--- config.mk ---
export PLATFORM = sky130hd
export DESIGN_NAME = esc_tx_ctrl
export DESIGN_NICKNAME = d
export VERILOG_FILES = /design/src/rtl/esc_tx_ctrl.sv
export SDC_FILE = /design/constraint.sdc
export NUM_CORES = 1
export LEC_CHECK = 0
export ABC_CLOCK_PERIOD_IN_PS = 5200
export BUFFER_PORTS_ARGS = -buffer_cell sky130_fd_sc_hd__buf_2
export CORE_MARGIN = 1
export CORE_UTILIZATION = 50
export CTS_CLUSTER_SIZE = 25
export DETAILED_ROUTE_END_ITERATION = 7
export GPL_ROUTABILITY_DRIVEN = 0
export PLACE_DENSITY = 0.76
export SLEW_MARGIN = 0
export SYNTH_ARGS = -nofsm -noshare
export SYNTH_HDL_FRONTEND = slang
export SYNTH_SLANG_ARGS = --single-unit
--- constraint.sdc ---
create_clock -name i_TxClkEsc -period 5.2 [get_ports i_TxClkEsc]
set_input_delay 0.52 -clock i_TxClkEsc [delete_from_list [all_inputs] [get_ports i_TxClkEsc]]
set_output_delay 0.52 -clock i_TxClkEsc [all_outputs]
set_load 0.02 [all_outputs]
--- src/rtl/esc_tx_ctrl.sv ---
// C-PHY escape-mode TX controller: LP entry/exit sequencing, command + LPDT bytes to the serializer, per-byte TxReadyEsc.
// Outputs registered, one byte per 8 cycles back-to-back; a missing payload byte parks the line in PAUSE. ULPS under `ESC_ULPS_EN.
module esc_tx_ctrl #(
    parameter int         LP_STATE_CYCLES = 2,
    parameter logic [7:0] CMD_LPDT        = 8'h87,
    parameter logic [7:0] CMD_RST_TRIG    = 8'h46,
    parameter logic [7:0] CMD_ULPS        = 8'h78
) (
    input  logic       i_TxClkEsc,
    input  logic       i_rst,
    input  logic       i_TxRequestEsc,
    input  logic       i_TxLpdtEsc,
    input  logic       i_TxUlpsEsc,
    input  logic [3:0] i_TxTriggerEsc,
    input  logic [7:0] i_TxDataEsc,
    input  logic       i_TxValidEsc,
    output logic       o_TxReadyEsc,
    input  logic       i_SerLastBit,
    output logic       o_EscSerEn,
    output logic [7:0] o_SerDataEsc,
    output logic [1:0] o_LpDrv,
    output logic       o_EscBusy
);

    localparam int            CW     = (LP_STATE_CYCLES > 1) ? $clog2(LP_STATE_CYCLES) : 1;
    localparam logic [CW-1:0] LP_MAX = CW'(LP_STATE_CYCLES - 1);

    typedef enum logic [2:0] {
        ST_IDLE, ST_ENTRY, ST_CMD, ST_DATA, ST_PAUSE, ST_EXIT, ST_ULPS
    } state_t;

    typedef enum logic [1:0] {
        TY_LPDT, TY_TRIG, TY_ULPS
    } type_t;

    state_t      r_state;
    type_t       r_type;
    logic        r_req_d;
    logic [CW-1:0] r_lp_cnt;
    logic [1:0]  r_phase;
    logic        r_TxReadyEsc;
    logic        r_EscSerEn;
    logic [7:0]  r_SerDataEsc;
    logic [1:0]  r_LpDrv;
    logic        r_EscBusy;

    logic        w_start_vld;
    type_t       w_start_type;
    logic [7:0]  w_cmd;
    logic [1:0]  w_entry_lp;
    logic        w_lp_done;

`ifdef ESC_ULPS_EN
    localparam logic [9:0] WAKE_MAX = 10'd999;
    logic        r_waking;
    logic [9:0]  r_wake_cnt;
    logic        w_unused;
    assign w_unused = ^i_TxTriggerEsc[3:1];
`else
    logic        w_unused;
    assign w_unused = ^{i_TxTriggerEsc[3:1], i_TxUlpsEsc};
`endif

    assign w_lp_done = (r_lp_cnt == LP_MAX);

    // Request type priority: LPDT, then ULPS (when built in), then reset trigger.
    always_comb begin
        w_start_vld  = 1'b0;
        w_start_type = TY_LPDT;
        if (i_TxLpdtEsc) begin
            w_start_vld  = 1'b1;
            w_start_type = TY_LPDT;
        end
`ifdef ESC_ULPS_EN
        else if (i_TxUlpsEsc) begin
            w_start_vld  = 1'b1;
            w_start_type = TY_ULPS;
        end
`endif
        else if (i_TxTriggerEsc[0]) begin
            w_start_vld  = 1'b1;
            w_start_type = TY_TRIG;
        end
    end

    always_comb begin
        w_cmd = CMD_LPDT;
        case (r_type)
            TY_LPDT: w_cmd = CMD_LPDT;
            TY_TRIG: w_cmd = CMD_RST_TRIG;
            TY_ULPS: w_cmd = CMD_ULPS;
            default: w_cmd = CMD_LPDT;
        endcase
    end

    // Line code of the entry phase that follows the current one (10 -> 00 -> 01 -> 00).
    always_comb begin
        w_entry_lp = 2'b00;
        case (r_phase)
            2'd0:    w_entry_lp = 2'b00;
            2'd1:    w_entry_lp = 2'b01;
            default: w_entry_lp = 2'b00;
        endcase
    end

    always_ff @(posedge i_TxClkEsc or negedge i_rst) begin
        if (!i_rst) begin
            r_state      <= ST_IDLE;
            r_type       <= TY_LPDT;
            r_req_d      <= 1'b0;
            r_lp_cnt     <= '0;
            r_phase      <= 2'd0;
            r_TxReadyEsc <= 1'b0;
            r_EscSerEn   <= 1'b0;
            r_SerDataEsc <= 8'h00;
            r_LpDrv      <= 2'b11;
            r_EscBusy    <= 1'b0;
`ifdef ESC_ULPS_EN
            r_waking     <= 1'b0;
            r_wake_cnt   <= 10'd0;
`endif
        end else begin
            r_req_d      <= i_TxRequestEsc;
            r_TxReadyEsc <= 1'b0;
            case (r_state)
                ST_IDLE: begin
                    if (i_TxRequestEsc && !r_req_d && w_start_vld) begin
                        r_type    <= w_start_type;
                        r_state   <= ST_ENTRY;
                        r_LpDrv   <= 2'b10;
                        r_EscBusy <= 1'b1;
                        r_lp_cnt  <= '0;
                        r_phase   <= 2'd0;
                    end
                end

                ST_ENTRY: begin
                    if (!i_TxRequestEsc) begin
                        r_state  <= ST_EXIT;
                        r_LpDrv  <= 2'b10;
                        r_lp_cnt <= '0;
                    end else if (w_lp_done) begin
                        r_lp_cnt <= '0;
                        if (r_phase == 2'd3) begin
                            r_state      <= ST_CMD;
                            r_EscSerEn   <= 1'b1;
                            r_SerDataEsc <= w_cmd;
                        end else begin
                            r_phase <= r_phase + 2'd1;
                            r_LpDrv <= w_entry_lp;
                        end
                    end else begin
                        r_lp_cnt <= r_lp_cnt + 1'b1;
                    end
                end

                ST_CMD: begin
                    if (i_SerLastBit) begin
                        r_lp_cnt <= '0;
                        case (r_type)
                            TY_LPDT: begin
                                if (i_TxValidEsc) begin
                                    r_SerDataEsc <= i_TxDataEsc;
                                    r_TxReadyEsc <= 1'b1;
                                    r_state      <= ST_DATA;
                                end else begin
                                    r_EscSerEn <= 1'b0;
                                    r_LpDrv    <= 2'b00;
                                    r_state    <= ST_PAUSE;
                                end
                            end
`ifdef ESC_ULPS_EN
                            TY_ULPS: begin
                                r_EscSerEn <= 1'b0;
                                r_LpDrv    <= 2'b00;
                                r_waking   <= 1'b0;
                                r_wake_cnt <= 10'd0;
                                r_state    <= ST_ULPS;
                            end
`endif
                            default: begin
                                r_EscSerEn <= 1'b0;
                                r_LpDrv    <= 2'b10;
                                r_state    <= ST_EXIT;
                            end
                        endcase
                    end
                end

                // The request is only looked at on byte boundaries so a byte is never cut short.
                ST_DATA: begin
                    if (i_SerLastBit) begin
                        r_lp_cnt <= '0;
                        if (!i_TxRequestEsc) begin
                            r_EscSerEn <= 1'b0;
                            r_LpDrv    <= 2'b10;
                            r_state    <= ST_EXIT;
                        end else if (!i_TxValidEsc) begin
                            r_EscSerEn <= 1'b0;
                            r_LpDrv    <= 2'b00;
                            r_state    <= ST_PAUSE;
                        end else begin
                            r_SerDataEsc <= i_TxDataEsc;
                            r_TxReadyEsc <= 1'b1;
                        end
                    end
                end

                ST_PAUSE: begin
                    if (!i_TxRequestEsc) begin
                        r_LpDrv  <= 2'b10;
                        r_lp_cnt <= '0;
                        r_state  <= ST_EXIT;
                    end else if (i_TxValidEsc) begin
                        r_SerDataEsc <= i_TxDataEsc;
                        r_EscSerEn   <= 1'b1;
                        r_TxReadyEsc <= 1'b1;
                        r_state      <= ST_DATA;
                    end
                end

                ST_EXIT: begin
                    if (w_lp_done) begin
                        r_LpDrv   <= 2'b11;
                        r_EscBusy <= 1'b0;
                        r_lp_cnt  <= '0;
                        r_state   <= ST_IDLE;
                    end else begin
                        r_lp_cnt <= r_lp_cnt + 1'b1;
                    end
                end

`ifdef ESC_ULPS_EN
                // Hold 00 while requested; on release drive the 10 wakeup for 1000 cycles before the normal exit.
                ST_ULPS: begin
                    if (!r_waking) begin
                        if (!i_TxRequestEsc) begin
                            r_waking   <= 1'b1;
                            r_wake_cnt <= 10'd0;
                            r_LpDrv    <= 2'b10;
                        end
                    end else if (r_wake_cnt == WAKE_MAX) begin
                        r_waking <= 1'b0;
                        r_lp_cnt <= '0;
                        r_state  <= ST_EXIT;
                    end else begin
                        r_wake_cnt <= r_wake_cnt + 10'd1;
                    end
                end
`endif

                default: begin
                    r_state    <= ST_IDLE;
                    r_EscSerEn <= 1'b0;
                    r_LpDrv    <= 2'b11;
                    r_EscBusy  <= 1'b0;
                end
            endcase
        end
    end

    assign o_TxReadyEsc = r_TxReadyEsc;
    assign o_EscSerEn   = r_EscSerEn;
    assign o_SerDataEsc = r_SerDataEsc;
    assign o_LpDrv      = r_LpDrv;
    assign o_EscBusy    = r_EscBusy;

endmodule

==> run summary <==
Mapped Area = 1344 um2
wl on met1 = 1.268 mm
Setup crit end kind = flop
Post-Syn Nets = 160
CTS Sinks = 21
port buffer count = 27
max-cap violation count = 0
H-tree Lvls = 1
CP Max Fanout = 23
Crit Path Class = reg2reg
Critical Path Max Stage Delay = 0.86 ns
# resized after CTS = 0
Synth cell types = 47
Worst Skew = 0.002263 ns
top-count cell post-synth = dfrtp_1
fin util = 60.26%
WL met3 = 171 um
R2R depth = 4
max layer used = met4
total congestion overflow = 0
async set or reset register ratio after synthesis = 100.0%
chip height = 53.84 um
R2R setup slack = 2.94 ns
Tcrit/Tclk final = 43.46%
max-slew violations = 0
hold_buf cts = 0
RSZ-0062 raised after global routing = no
Initial Util = 53.75%
antenna diode count = 0
status = completed
startpoint type of the worst setup path = flop
Final setup viols = 0
CTS root buffer = clkbuf_4
Syn. warnings = 0
DRC violations left = 0
global-route wire length before repair = 4.650 mm
Final nets = 186
Worst VDD drop = 367.1 uV
slowest CP cell = dfrtp_1
proportion of netlist area held by the largest area contributor = 35.38%
chip width = 53.84 um
Hold Violations, Final = 0
setup repair bufs after CTS = 0
Main synth FF type = dfrtp_1
detailed placer's ending HPWL = 1.953 mm
Core Box Area = 2500 um2
Ports = 32
top cells by count, synth = 19 x dfrtp_1, 16 x nand2_1, 9 x inv_1, 9 x o21ai_0, 8 x a21oi_1
clk buf depth = 2
total number of vias = 1137
post-route cell area = 1506 um2
total CTS buffers = 3
worst r2r dst = o_SerDataEsc[6]
final setup TNS = 0 ns
critical path, cell by cell = nand2b_1 > mux2i_2 > mux2_2 > mux2_4
Yosys reg bits = 21
Total GRT Usage = 22.40%
die area = 2899 um2
Worst-path clk slew = 0.12 ns
Arrival @ worst endpoint = 2.48 ns
number of synthesized flops with an enable pin = 0
WL per Instance = 14.40 um
share of cells above drive strength 1 = 29.27%
row cnt = 18
# fillers = 231
Clock Latency Late Sink = 0.32 ns
vias in the first global route = 1054
Antenna Nets Post-Route = 0
Final min period = 2.260 ns
met2 wire len = 1.298 mm
Synth area leaders = dfrtp_1 35%, mux2_4 5.6%, nand2_1 4.5%, dfstp_2 3.9%, o21ai_0 3.4%
Worst-Margin Slew = 0.8033 ns
largest net degree at the start of global routing = 24
max_slew headroom = 46.45%
Avg Inst Size Synth = 9.668 um2
fmax = 0.4425 GHz
Pre-Repair DR Iteration Count = 5
layout overhead on the synthesized area = 12.10%
dominant cell type by area after synthesis = dfrtp_1
Initial DRC Count = 34
routed vias/inst = 5.861
placed standard-cell area = 1480 um2
leakage = 0.7159 nW
DRT Wirelength = 2.794 mm
Gate Count Post-Synth = 139
Cell Pwr Density = 611.5 nW/um2
min-delay worst type = in2async
Required @ worst endpoint = 5.42 ns
sequential cell area fraction in the yosys report = 39.29%
CTS tree = done
antenna violations before repair = 0
reg2reg start = r_state[2]
[through the flow]
stage                     std cells  hold slack, ns  power [mW]  setup WS, ns
after floorplan                 139          0.2244      0.7342         3.499
after global placement          190          0.4547      0.8260         3.011
after detailed placement        190          0.4592      0.8356         2.989
after CTS                       194          0.1579      0.9221         2.959
after global routing            194          0.1746      0.9936         2.804
final                           194          0.1325      0.9212         2.940
[cells in the final DEF, fill, tap and decap left out, types with 3 or more instances in the layout]
cell type  count
o31ai_1        3
o21ai_0        9
buf_2         27
nand3_1        3
clkbuf_4       3
nand2_1       16
nand2b_1       6
nor3_1         3
inv_1          9
dfrtp_1       19
a21oi_1        8
mux2_4         5
nor2_1         7
mux2i_1        4
a21o_1         3
[critical path: cells and delay by family, from the launching register on]
kind	cells	cell delay (ns)
muxes	3	1.09
and+or+nand+nor	1	0.20
DFF	1	0.86
[how the worst max path moves through the flow]
stage,start,end,slack (ns),cells after the start
4_1_cts,r_state[2],o_SerDataEsc[6],2.96,4
3_5_place_dp,r_state[2],o_SerDataEsc[6],2.99,4
3_3_place_gp,r_state[2],o_SerDataEsc[6],3.01,4
2_1_floorplan,i_TxRequestEsc,o_SerDataEsc[0],3.50,6
5_1_grt,r_state[2],o_SerDataEsc[6],2.80,4
6_report,r_state[2],o_SerDataEsc[6],2.94,4
[layout make-up]
type                       instances  area [um2]  area share [%]
clock buffer                       4       26.28           1.744
inverter                          10       40.04           2.658
tap                               30       37.54           2.492
sequential                        21       528.0           35.05
timing repair buffer              27       135.1           8.970
multi-input combinational        102       739.5           49.09
[metal layers]
metal	up-vias	track usage (%)
met5	-	0
met4	0	11.84
met3	5	2.825
met2	55	36.42
met1	523	28.75
li1	554	-
[kinds of logic after synthesis]
kind of cell	after synthesis	synth area share, %
AOI/OAI and AO/OA	42	24.58
buffers and inverters	16	5.680
muxes	11	10.43
adders and majority gates	2	1.862
DFF	21	39.29
and+or+nand+nor	47	18.16
[state kept, by name, indices dropped and copies added (netlist names)]
register and cells:
r_state 3, r_phase 2, o_LpDrv 2, r_req_d 1, r_lp_cnt 1, r_type 1
o_SerDataEsc 8, o_EscBusy 1, o_EscSerEn 1, o_TxReadyEsc 1
[power by group]
part / total [mW] / internal, mW / leakage, nW / switching, mW
registers: 0.325 / 0.229 / 0.249 / 0.0957
clock network: 0.0842 / 0.0301 / 0.0150 / 0.0541
logic: 0.512 / 0.242 / 0.452 / 0.270
Power figures use the tool's default switching activity.
